==> config.mk <==
export PLATFORM = sky130hd
export DESIGN_NAME = vga_rx_decoder_flat
export DESIGN_NICKNAME = d
export VERILOG_FILES = /design/src/rtl/vga_rx_decoder_if.sv /design/src/rtl/vga_rx_decoder.sv /design/src/flat_wrapper.sv
export SDC_FILE = /design/constraint.sdc
export NUM_CORES = 1
export LEC_CHECK = 0
export CELL_PAD_IN_SITES_DETAIL_PLACEMENT = 0
export CELL_PAD_IN_SITES_GLOBAL_PLACEMENT = 1
export CORE_MARGIN = 2
export CORE_UTILIZATION = 45
export CTS_CLUSTER_SIZE = 10
export DETAILED_ROUTE_END_ITERATION = 6
export GPL_TIMING_DRIVEN = 0
export PLACE_DENSITY = 0.89
export SYNTH_ARGS = -nofsm -noshare
export SYNTH_HDL_FRONTEND = slang
export SYNTH_SLANG_ARGS = --single-unit
==> constraint.sdc <==
create_clock -name dclk -period 5.7 [get_ports dclk]
set_input_delay 1.425 -clock dclk [delete_from_list [all_inputs] [get_ports dclk]]
set_output_delay 1.425 -clock dclk [all_outputs]
set_load 0.01 [all_outputs]
==> src/rtl/vga_rx_decoder_if.sv <==
// Bundle of the VGA generator outputs observed by the decoder and the decoder's status outputs.
interface vga_rx_decoder_if;
  logic       hsync;
  logic       vsync;
  logic [2:0] red;
  logic [2:0] green;
  logic [1:0] blue;
  logic       locked;
  logic [1:0] sym;
  logic       sym_valid;
  logic       frame_err;
  logic [9:0] rx_hc;
  logic [9:0] rx_vc;

  modport master (
    output hsync, vsync, red, green, blue,
    input  locked, sym, sym_valid, frame_err, rx_hc, rx_vc
  );

  modport slave (
    input  hsync, vsync, red, green, blue,
    output locked, sym, sym_valid, frame_err, rx_hc, rx_vc
  );
endinterface

==> src/rtl/vga_rx_decoder.sv <==
// Sink-side VGA decoder: recovers pixel position from sync edges, checks line and
// frame timing, and classifies every completed frame as one of four symbols.
module vga_rx_decoder #(
  parameter int HPIXELS  = 800,
  parameter int VLINES   = 521,
  parameter int HPULSE   = 96,
  parameter int VPULSE   = 2,
  parameter int HBP      = 144,
  parameter int HFP      = 784,
  parameter int VBP      = 31,
  parameter int VFP      = 511,
  parameter int RECT_RED = 25921,
  parameter int DIAM_RED = 278159
) (
  input logic             dclk,
  input logic             clr,
  vga_rx_decoder_if.slave vga
);

  localparam int AREA = (HFP - HBP) * (VFP - VBP);
  localparam int HCTR = HBP + (HFP - HBP) / 2;
  localparam int VCTR = VBP + (VFP - VBP) / 2;

  localparam logic [9:0] HPIXELS_W = 10'(HPIXELS);
  localparam logic [9:0] VLINES_W  = 10'(VLINES);
  localparam logic [9:0] HPULSE_W  = 10'(HPULSE);
  localparam logic [9:0] VPULSE_W  = 10'(VPULSE);
  localparam logic [9:0] HBP_W     = 10'(HBP);
  localparam logic [9:0] HFP_W     = 10'(HFP);
  localparam logic [9:0] VBP_W     = 10'(VBP);
  localparam logic [9:0] VFP_W     = 10'(VFP);
  localparam logic [9:0] HCTR_W    = 10'(HCTR);
  localparam logic [9:0] VCTR_W    = 10'(VCTR);

  localparam logic [7:0] RGB_RED = 8'b111_000_00;
  localparam logic [7:0] RGB_GRN = 8'b000_111_00;

  typedef enum logic [1:0] {HUNT, MEASURE, LOCKED} state_t;

  state_t      state_q;
  logic        hs_q, vs_q;
  logic [9:0]  h_q, v_q;
  logic        locked_q, sym_valid_q, frame_err_q, ctr_red_q;
  logic [1:0]  sym_q;
  logic [18:0] red_cnt_q, grn_cnt_q, oth_cnt_q;

  logic        hfall, hrise, vfall, vrise, tracking;
  logic [9:0]  h_cur, v_cur, h_d;
  logic [7:0]  rgb;
  logic        is_red, is_grn, active, timing_err;
  logic        red_inc, grn_inc, oth_inc;
  logic [18:0] red_cnt_d, grn_cnt_d, oth_cnt_d;
  logic        ctr_red_d;
  logic        frame_ok, sym_hit;
  logic [1:0]  sym_code;

  assign hfall    = hs_q & ~vga.hsync;
  assign hrise    = ~hs_q & vga.hsync;
  assign vfall    = vs_q & ~vga.vsync;
  assign vrise    = ~vs_q & vga.vsync;
  assign tracking = (state_q != HUNT);

  // vfall wins over a coincident hfall so the new frame starts on line 0
  assign h_cur = hfall ? 10'd0 : h_q;
  assign v_cur = vfall ? 10'd0 : (hfall ? v_q + 10'd1 : v_q);
  assign h_d   = (h_cur == 10'h3FF) ? 10'h3FF : h_cur + 10'd1;

  assign rgb    = {vga.red, vga.green, vga.blue};
  assign is_red = (rgb == RGB_RED);
  assign is_grn = (rgb == RGB_GRN);
  assign active = (v_cur >= VBP_W) && (v_cur < VFP_W) && (h_cur >= HBP_W) && (h_cur < HFP_W);

  assign timing_err = tracking &&
                      ((hfall && (h_q != HPIXELS_W)) ||
                       (hrise && (h_cur != HPULSE_W)) ||
                       (vrise && (v_cur != VPULSE_W)) ||
                       (vfall && ((v_q + 10'd1) != VLINES_W)));

  assign red_inc = tracking && active && is_red;
  assign grn_inc = tracking && active && is_grn;
  assign oth_inc = tracking && (active ? !(is_red || is_grn) : (rgb != 8'h00));

  // The vfall pixel already belongs to the new frame, so counting restarts from zero on it
  assign red_cnt_d = (vfall ? 19'd0 : red_cnt_q) + 19'(red_inc);
  assign grn_cnt_d = (vfall ? 19'd0 : grn_cnt_q) + 19'(grn_inc);
  assign oth_cnt_d = (vfall ? 19'd0 : oth_cnt_q) + 19'(oth_inc);

  always_comb begin
    ctr_red_d = vfall ? 1'b0 : ctr_red_q;
    if (tracking && (h_cur == HCTR_W) && (v_cur == VCTR_W)) begin
      ctr_red_d = is_red;
    end
  end

  assign frame_ok = (oth_cnt_q == 19'd0) &&
                    (({1'b0, red_cnt_q} + {1'b0, grn_cnt_q}) == 20'(AREA));

  always_comb begin
    sym_hit  = 1'b0;
    sym_code = 2'd0;
    if (frame_ok) begin
      if (red_cnt_q == 19'd0) begin
        sym_hit  = 1'b1;
        sym_code = 2'd0;
      end else if (grn_cnt_q == 19'd0) begin
        sym_hit  = 1'b1;
        sym_code = 2'd2;
      end else if ((red_cnt_q == 19'(RECT_RED)) && ctr_red_q) begin
        sym_hit  = 1'b1;
        sym_code = 2'd1;
      end else if ((red_cnt_q == 19'(DIAM_RED)) && !ctr_red_q) begin
        sym_hit  = 1'b1;
        sym_code = 2'd3;
      end
    end
  end

  // A content failure leaves lock intact; only timing violations drop back to HUNT
  always_ff @(posedge dclk) begin
    if (clr) begin
      state_q     <= HUNT;
      hs_q        <= 1'b1;
      vs_q        <= 1'b1;
      h_q         <= 10'd0;
      v_q         <= 10'd0;
      locked_q    <= 1'b0;
      sym_q       <= 2'd0;
      sym_valid_q <= 1'b0;
      frame_err_q <= 1'b0;
      ctr_red_q   <= 1'b0;
      red_cnt_q   <= 19'd0;
      grn_cnt_q   <= 19'd0;
      oth_cnt_q   <= 19'd0;
    end else begin
      hs_q        <= vga.hsync;
      vs_q        <= vga.vsync;
      h_q         <= h_d;
      v_q         <= v_cur;
      ctr_red_q   <= ctr_red_d;
      red_cnt_q   <= red_cnt_d;
      grn_cnt_q   <= grn_cnt_d;
      oth_cnt_q   <= oth_cnt_d;
      sym_valid_q <= 1'b0;
      frame_err_q <= 1'b0;
      case (state_q)
        HUNT: begin
          if (vfall) begin
            state_q <= MEASURE;
          end
        end
        MEASURE, LOCKED: begin
          if (timing_err) begin
            frame_err_q <= 1'b1;
            locked_q    <= 1'b0;
            state_q     <= HUNT;
          end else if (vfall) begin
            state_q  <= LOCKED;
            locked_q <= 1'b1;
            if (sym_hit) begin
              sym_q       <= sym_code;
              sym_valid_q <= 1'b1;
            end else begin
              frame_err_q <= 1'b1;
            end
          end
        end
        default: state_q <= HUNT;
      endcase
    end
  end

  assign vga.locked    = locked_q;
  assign vga.sym       = sym_q;
  assign vga.sym_valid = sym_valid_q;
  assign vga.frame_err = frame_err_q;
  assign vga.rx_hc     = tracking ? h_cur : 10'd0;
  assign vga.rx_vc     = tracking ? v_cur : 10'd0;

endmodule

==> src/flat_wrapper.sv <==
// flat-port wrapper written by rule: the top's interface ports become plain ports
module vga_rx_decoder_flat 
#(
  parameter int HPIXELS  = 800,
  parameter int VLINES   = 521,
  parameter int HPULSE   = 96,
  parameter int VPULSE   = 2,
  parameter int HBP      = 144,
  parameter int HFP      = 784,
  parameter int VBP      = 31,
  parameter int VFP      = 511,
  parameter int RECT_RED = 25921,
  parameter int DIAM_RED = 278159
)
  (dclk, clr, vga_hsync, vga_vsync, vga_red, vga_green, vga_blue, vga_locked, vga_sym, vga_sym_valid, vga_frame_err, vga_rx_hc, vga_rx_vc);
  vga_rx_decoder_if vga_i ();
  input logic dclk;
  input logic clr;
  input wire logic [$bits(vga_i.hsync)-1:0] vga_hsync;
  input wire logic [$bits(vga_i.vsync)-1:0] vga_vsync;
  input wire logic [$bits(vga_i.red)-1:0] vga_red;
  input wire logic [$bits(vga_i.green)-1:0] vga_green;
  input wire logic [$bits(vga_i.blue)-1:0] vga_blue;
  output wire logic [$bits(vga_i.locked)-1:0] vga_locked;
  output wire logic [$bits(vga_i.sym)-1:0] vga_sym;
  output wire logic [$bits(vga_i.sym_valid)-1:0] vga_sym_valid;
  output wire logic [$bits(vga_i.frame_err)-1:0] vga_frame_err;
  output wire logic [$bits(vga_i.rx_hc)-1:0] vga_rx_hc;
  output wire logic [$bits(vga_i.rx_vc)-1:0] vga_rx_vc;
  assign vga_i.hsync = vga_hsync;
  assign vga_i.vsync = vga_vsync;
  assign vga_i.red = vga_red;
  assign vga_i.green = vga_green;
  assign vga_i.blue = vga_blue;
  assign vga_locked = vga_i.locked;
  assign vga_sym = vga_i.sym;
  assign vga_sym_valid = vga_i.sym_valid;
  assign vga_frame_err = vga_i.frame_err;
  assign vga_rx_hc = vga_i.rx_hc;
  assign vga_rx_vc = vga_i.rx_vc;
  vga_rx_decoder #(.HPIXELS(HPIXELS), .VLINES(VLINES), .HPULSE(HPULSE), .VPULSE(VPULSE), .HBP(HBP), .HFP(HFP), .VBP(VBP), .VFP(VFP), .RECT_RED(RECT_RED), .DIAM_RED(DIAM_RED)) u_core (.dclk(dclk), .clr(clr), .vga(vga_i));
endmodule
==> impl_metrics.ini, run 1 <==
[routing]
wl_um = 17320
vias = 5910
routedWlPerCell_um = 17.81
drt_iter0_drc = 370
ant_nets = 0
route.detailed.drc = 0
drt_first_pass_iters = 5
avgViaCountPerCell = 6.080

[global_route]
grt_pass1_vias = 5609
antenna_found_initial = 0
gr-total-overflow = 0
grtUsageTotal_pct = 25.10
grt_pass1_wl_um = 28430
grt_start_max_net_pins = 16

[pwr]
ir_drop_uv = 193.1
p_leak_nw = 2.480
power_w = 0.001366
powerDensity_nw_per_um2 = 202.5

[worst_setup_path]
crit_path_cell_trace = clkdlybuf4s50_1 > nand2b_1 > clkbuf_2 > buf_2 > clkbuf_1 > nand2_1 > nor2_1 > clkdlybuf4s50_1
crit_path_end = vga_rx_vc[9]
required_ns = 4.28
cp-end-kind = primary output
r2r_start = u_core.v_q[1]$_SDFF_PP0_
max_stage_delay_ns = 0.54
ff2ff_path_depth = 16
crit_top_cell = clkdlybuf4s50_1
critPathKind = primary input to primary output
reg2reg_to = u_core.oth_cnt_q[18]$_SDFF_PP0_
r2r_slack_ns = 1.39
critPathArrivalTime_ns = 4.00
critPathLaunchType = primary input
path_max_fanout = 10
cpMaxStageDelayCell = clkdlybuf4s50_1
critical_path.startpoint = vga_vsync

[cts]
clk_latency_ns = 0.35
htree_levels = 3
cts-hold-fix-buffers = 0
cts_sinks = 87
cts_inserted_buffers = 9
cts_tree = done
cts_root_buffer = clkbuf_16
clk_pin_slew_worst_paths_ns = 0.06
cts.path.max_buffers = 2
post_cts_buffers = 0

[min_path]
hold_depth = 2
hold_path.class = flip-flop to flip-flop

[timing]
setup_viol = 0
rsz0062_at_grt = false
min_period_ns = 5.420
clock_skew_ns = 0.01006
slew_headroom_pct = 51.13
tightest_slew_ns = 0.7330
drv_slew = 0
holdWs_ns = 0.5171
fin_crit_sh_pct = 95.09
hold_violations = 0
max_freq_mhz = 184.5

[floorplanning]
start_util_pct = 46.13
die_y_um = 118.0
fp-row-count = 41
die-width_um = 118.0
coreArea_sq_um = 12670
io_pins = 37
dieArea_sq_um = 13920

[synthesis]
yosys.area.top_type = dfxtp_1
ys_seq_elements = 87
avgSynthCellArea_sq_um = 7.805
ys_seq_area_share_pct = 29.79
synth_area_leaders = dfxtp_1, ha_1, nor2_1
synth-async-reset-ratio_pct = 0
synth_ff_type = dfxtp_1
synth.net_count = 793
yosys.area.top_type_share_pct = 29.79
synth_edf_count = 0
synthesis.instances = 749
yosysWarnings = 0
synthDistinctLibCells = 70
syn-cell-area_sq_um = 5846

[cells_and_area]
n_fill_cell = 1237
layout.nets = 839
seq_area_sq_um = 1742
utilization_pct = 53.24
drive_gt1_share_pct = 5.000
area_growth_pct = 15.41
multi_input_area_sq_um = 3864
antenna_cells = 0

[place]
hpwl_um = 12950
portBuffers = 35
gp_congestion = 1.017

[run_status]
status = finished, final reports clean

[run]
drv_cap = 0
per-layer routing:
| metal | wire length, um | share of wire [%] | GRT usage, % | up-vias |
|---|---|---|---|---|
| li1 | - | - | - | 2814 |
| met1 | 7536 | 44 | 32.06 | 2831 |
| met2 | 8388 | 48 | 42.81 | 233 |
| met3 | 998 | 5.8 | 3.634 | 32 |
| met4 | 392 | 2.3 | 9.337 | 0 |
| met5 | 0 | 0 | 0 | - |
placed cells by master (no fill, tap or decap), drive strengths merged, types with 8 or more instances in the layout:
master / Yosys / routed
xnor2: 23 / 23
o21ai: 23 / 23
nor3: 23 / 23
xor2: 36 / 36
dfxtp: 87 / 87
nand4: 24 / 24
or2: 8 / 8
a211oi: 8 / 8
ha: 31 / 31
or3: 14 / 14
nor2b: 16 / 16
clkdlybuf4s50: 0 / 35
nor2: 93 / 93
a31oi: 9 / 9
and2: 14 / 14
nand2: 55 / 55
a21o: 8 / 8
a21oi: 44 / 44
nor4: 21 / 21
clkbuf: 31 / 42
and4: 8 / 8
inv: 22 / 24
nand3: 49 / 49
and3: 10 / 10
cells by family (layout without fill, tap and decap cells):
family	count (synthesis)	after routing	synth area share [%]
muxes	3	3	0.5565
DFF	87	87	29.79
xor gates and xnor gates	59	59	8.840
buffers and inverters	61	112	4.109
adders and majority gates	32	32	6.978
AOI/OAI and AO/OA	143	143	16.44
and+or+nand+nor	364	364	33.28
power breakdown:
part	switching, W	total, W	internal [W]	leakage (nW)
logic	0.0000607	0.0000897	0.0000290	1.61
clock network	0.000260	0.000659	0.000399	0.163
registers	0.00000440	0.000618	0.000614	0.702
cell type report:
cell class                 instances  area share, %
multi-input combinational        601          57.27
sequential                        87          25.82
buffer                            39          2.411
clock buffer                      10          3.542
inverter                          22          1.224
timing repair buffer              35          5.193
clock inverter                     6          1.354
tap                              172          3.190
timing repair:
action / CTS / global route
resized for setup: 2 / 3
endpoints found under the hold margin: 0 / 0
endpoints found under the setup margin: 1 / 4
cell usage after synthesis, types with 5 or more instances:
cell type / count
nor2_1: 93
dfxtp_1: 87
nand2_1: 55
nand3_1: 49
a21oi_1: 44
xor2_1: 36
clkbuf_1: 31
ha_1: 31
nand4_1: 24
xnor2_1: 23
inv_1: 22
nor3_1: 21
o21ai_0: 21
nor4_1: 19
nor2b_1: 16
and2_1: 14
or3_1: 14
and3_1: 10
a31oi_1: 9
a21o_1: 8
and4_1: 8
nand2b_1: 7
o211ai_1: 7
a211oi_1: 6
or2_2: 6
or4_1: 5
worst min-delay path by stage:
stage               slack (ns)                               to                       startpoint
floorplan                 0.46  u_core.oth_cnt_q[11]$_SDFF_PP0_  u_core.oth_cnt_q[11]$_SDFF_PP0_
global placement          0.48  u_core.oth_cnt_q[11]$_SDFF_PP0_  u_core.oth_cnt_q[11]$_SDFF_PP0_
detailed placement        0.51  u_core.oth_cnt_q[13]$_SDFF_PP0_  u_core.oth_cnt_q[13]$_SDFF_PP0_
CTS                       0.52  u_core.oth_cnt_q[13]$_SDFF_PP0_  u_core.oth_cnt_q[13]$_SDFF_PP0_
global route              0.55  u_core.oth_cnt_q[13]$_SDFF_PP0_  u_core.oth_cnt_q[13]$_SDFF_PP0_
finish                    0.52   u_core.oth_cnt_q[6]$_SDFF_PP0_   u_core.oth_cnt_q[6]$_SDFF_PP0_
flip-flops by register name, summed over array words and instances (netlist names):
| name | flops |
|---|---|
| u_core.v_q | 10 |
| u_core.grn_cnt_q | 19 |
| u_core.vga.sym | 2 |
| u_core.vs_q | 1 |
| u_core.red_cnt_q | 19 |
| u_core.state_q | 2 |
| u_core.vga.sym_valid | 1 |
| u_core.oth_cnt_q | 19 |
| u_core.h_q | 10 |
| u_core.ctr_red_q | 1 |
| u_core.vga.locked | 1 |
| u_core.hs_q | 1 |
| u_core.vga.frame_err | 1 |
worst max-delay path, delay by kind of cell:
kind,cells,cell delay (ns)
buffers and inverters,5,2.12
and+or+nand+nor,3,0.44
stage by stage:
stage	instance area, sq um	cells	worst slack [ns]	TNS [ns]
detailed placement	6411	956	-0.1786	-0.3827
finish	6746	972	0.2799	0
global route	6746	972	0.08518	0
global placement	6411	956	-0.1446	-0.1446
CTS	6744	972	0.07626	0
floorplan	5846	749	1.223	0
No activity file was read; power rests on OpenSTA's default activity.
==> run 2: changes to the inputs <==
--- a/config.mk
+++ b/config.mk
@@ -12,7 +12,8 @@
 export CTS_CLUSTER_SIZE = 10
 export DETAILED_ROUTE_END_ITERATION = 6
 export GPL_TIMING_DRIVEN = 0
-export PLACE_DENSITY = 0.89
+export PLACE_DENSITY = 0.9
+export SLEW_MARGIN = 20
 export SYNTH_ARGS = -nofsm -noshare
 export SYNTH_HDL_FRONTEND = slang
 export SYNTH_SLANG_ARGS = --single-unit
==> impl_metrics.ini, run 2 (synthesis gave the netlist of run 1 again) <==
[routing]
avgViaCountPerCell = 5.972
vias = 5805
drt_first_pass_iters = 5
ant_nets = 0
route.detailed.drc = 0
drt_iter0_drc = 380
wl_um = 17050
routedWlPerCell_um = 17.54

[cts]
clk_pin_slew_worst_paths_ns = 0.07
cts_tree = done
cts_root_buffer = clkbuf_16
cts.path.max_buffers = 2
cts_sinks = 87
cts_inserted_buffers = 9
htree_levels = 3
cts-hold-fix-buffers = 0
post_cts_buffers = 0
clk_latency_ns = 0.35

[place]
gp_congestion = 0.9687
place_ws_ns = -0.1570
portBuffers = 35
hpwl_um = 12800

[timing]
clock_skew_ns = 0.006149
tightest_slew_ns = 0.7524
setup_viol = 0
slew_headroom_pct = 49.21
drv_slew = 0
min_period_ns = 5.515
rsz0062_at_grt = false
fin_ws_ns = 0.1852
hold_violations = 0
max_freq_mhz = 181.3
holdWs_ns = 0.5107
fin_crit_sh_pct = 96.75

[worst_setup_path]
critical_path.startpoint = vga_hsync
max_stage_delay_ns = 0.58
critPathArrivalTime_ns = 4.09
critPathKind = primary input to primary output
r2r_start = u_core.v_q[1]$_SDFF_PP0_
cpMaxStageDelayCell = clkdlybuf4s50_1
crit_top_cell = clkdlybuf4s50_1
critPathLaunchType = primary input
crit_path_cell_trace = clkdlybuf4s50_1 > nand2b_1 > buf_2 > clkbuf_2 > clkbuf_1 > nand2_1 > a211oi_1 > clkdlybuf4s50_1
cp-end-kind = primary output
required_ns = 4.28
path_max_fanout = 10

[cells_and_area]
final_common_cell = nor2_1
area_growth_pct = 15.05
top_regs = u_core.grn_cnt_q (19), u_core.oth_cnt_q (19), u_core.red_cnt_q (19)
layout_common_cells = nor2_1, dfxtp_1, nand2_1
drive_gt1_share_pct = 5.000
layout.nets = 839
antenna_cells = 0

[global_route]
grt_pass1_wl_um = 27550
gr-total-overflow = 0
antenna_found_initial = 0
grtUsageTotal_pct = 24.27
grt_start_max_net_pins = 17
grt_pass1_vias = 5481

[min_path]
hold_path.class = flip-flop to flip-flop
min_from = u_core.oth_cnt_q[11]$_SDFF_PP0_

[floorplanning]
coreArea_sq_um = 12670
fp-row-count = 41
io_pins = 37
start_util_pct = 46.13
die-width_um = 118.0
dieArea_sq_um = 13920
die_y_um = 118.0

[pwr]
p_leak_nw = 2.457
ir_drop_uv = 112.5
powerDensity_nw_per_um2 = 195.6

[run_status]
status = finished, final reports clean

[run]
drv_cap = 0
==> run 2: repair_timing <==
action / in CTS / in global routing
pin swaps: 0 / 0
endpoints found under the setup margin: 1 / 12
resized for setup: 1 / 3
==> run 2: path summary, 6_finish.rpt <==
| kind | to | slack (ns) | cells past startpoint |
|---|---|---|---|
| setup / recovery | vga_rx_vc[1] | 0.19 | 8 |
| hold / removal | u_core.oth_cnt_q[11]$_SDFF_PP0_ | 0.51 | 2 |
| setup reg to reg | u_core.red_cnt_q[18]$_SDFF_PP0_ | 1.57 | 16 |
| hold reg to reg | u_core.oth_cnt_q[11]$_SDFF_PP0_ | 0.51 | 2 |
==> run 2: cell type report <==
class	count	area (sq um)
clock inverter	7	80.08
timing repair buffer	35	350.3
multi-input combinational	601	3869
fill	1237	5946
tap	172	215.2
clock buffer	9	225.2
buffer	39	161.4
sequential	87	1742
inverter	22	82.58
==> run 2: critical path, delay by kind of cell <==
family | cells | cell delay, ns
AOI/OAI and AO/OA | 1 | 0.25
buffers and inverters | 5 | 2.08
and+or+nand+nor | 2 | 0.32
==> run 2: report_power, final <==
group	switching, W	internal (W)	total, W
sequential	0.00000431	0.000614	0.000618
clock	0.000264	0.000344	0.000608
combinational	0.0000608	0.0000289	0.0000896
==> run 2: per-stage QoR <==
step	utilization (%)	total power (W)	std cells	cell area (sq um)	TNS, ns
global route	53.08	0.001355	972	6725	0
detailed placement	50.60	0.0007205	956	6411	-0.1960
CTS	53.02	0.001318	972	6718	0
finish	53.08	0.001316	972	6725	0
global placement	50.60	0.0007188	956	6411	-0.1383
floorplan	-	0.0006825	749	5846	0
==> run 2: metal layers <==
metal	global-route usage (%)	wire length (um)
met4	8.358	447
met5	0	0
met2	41.32	8263
met1	30.76	7350
met3	4.457	985
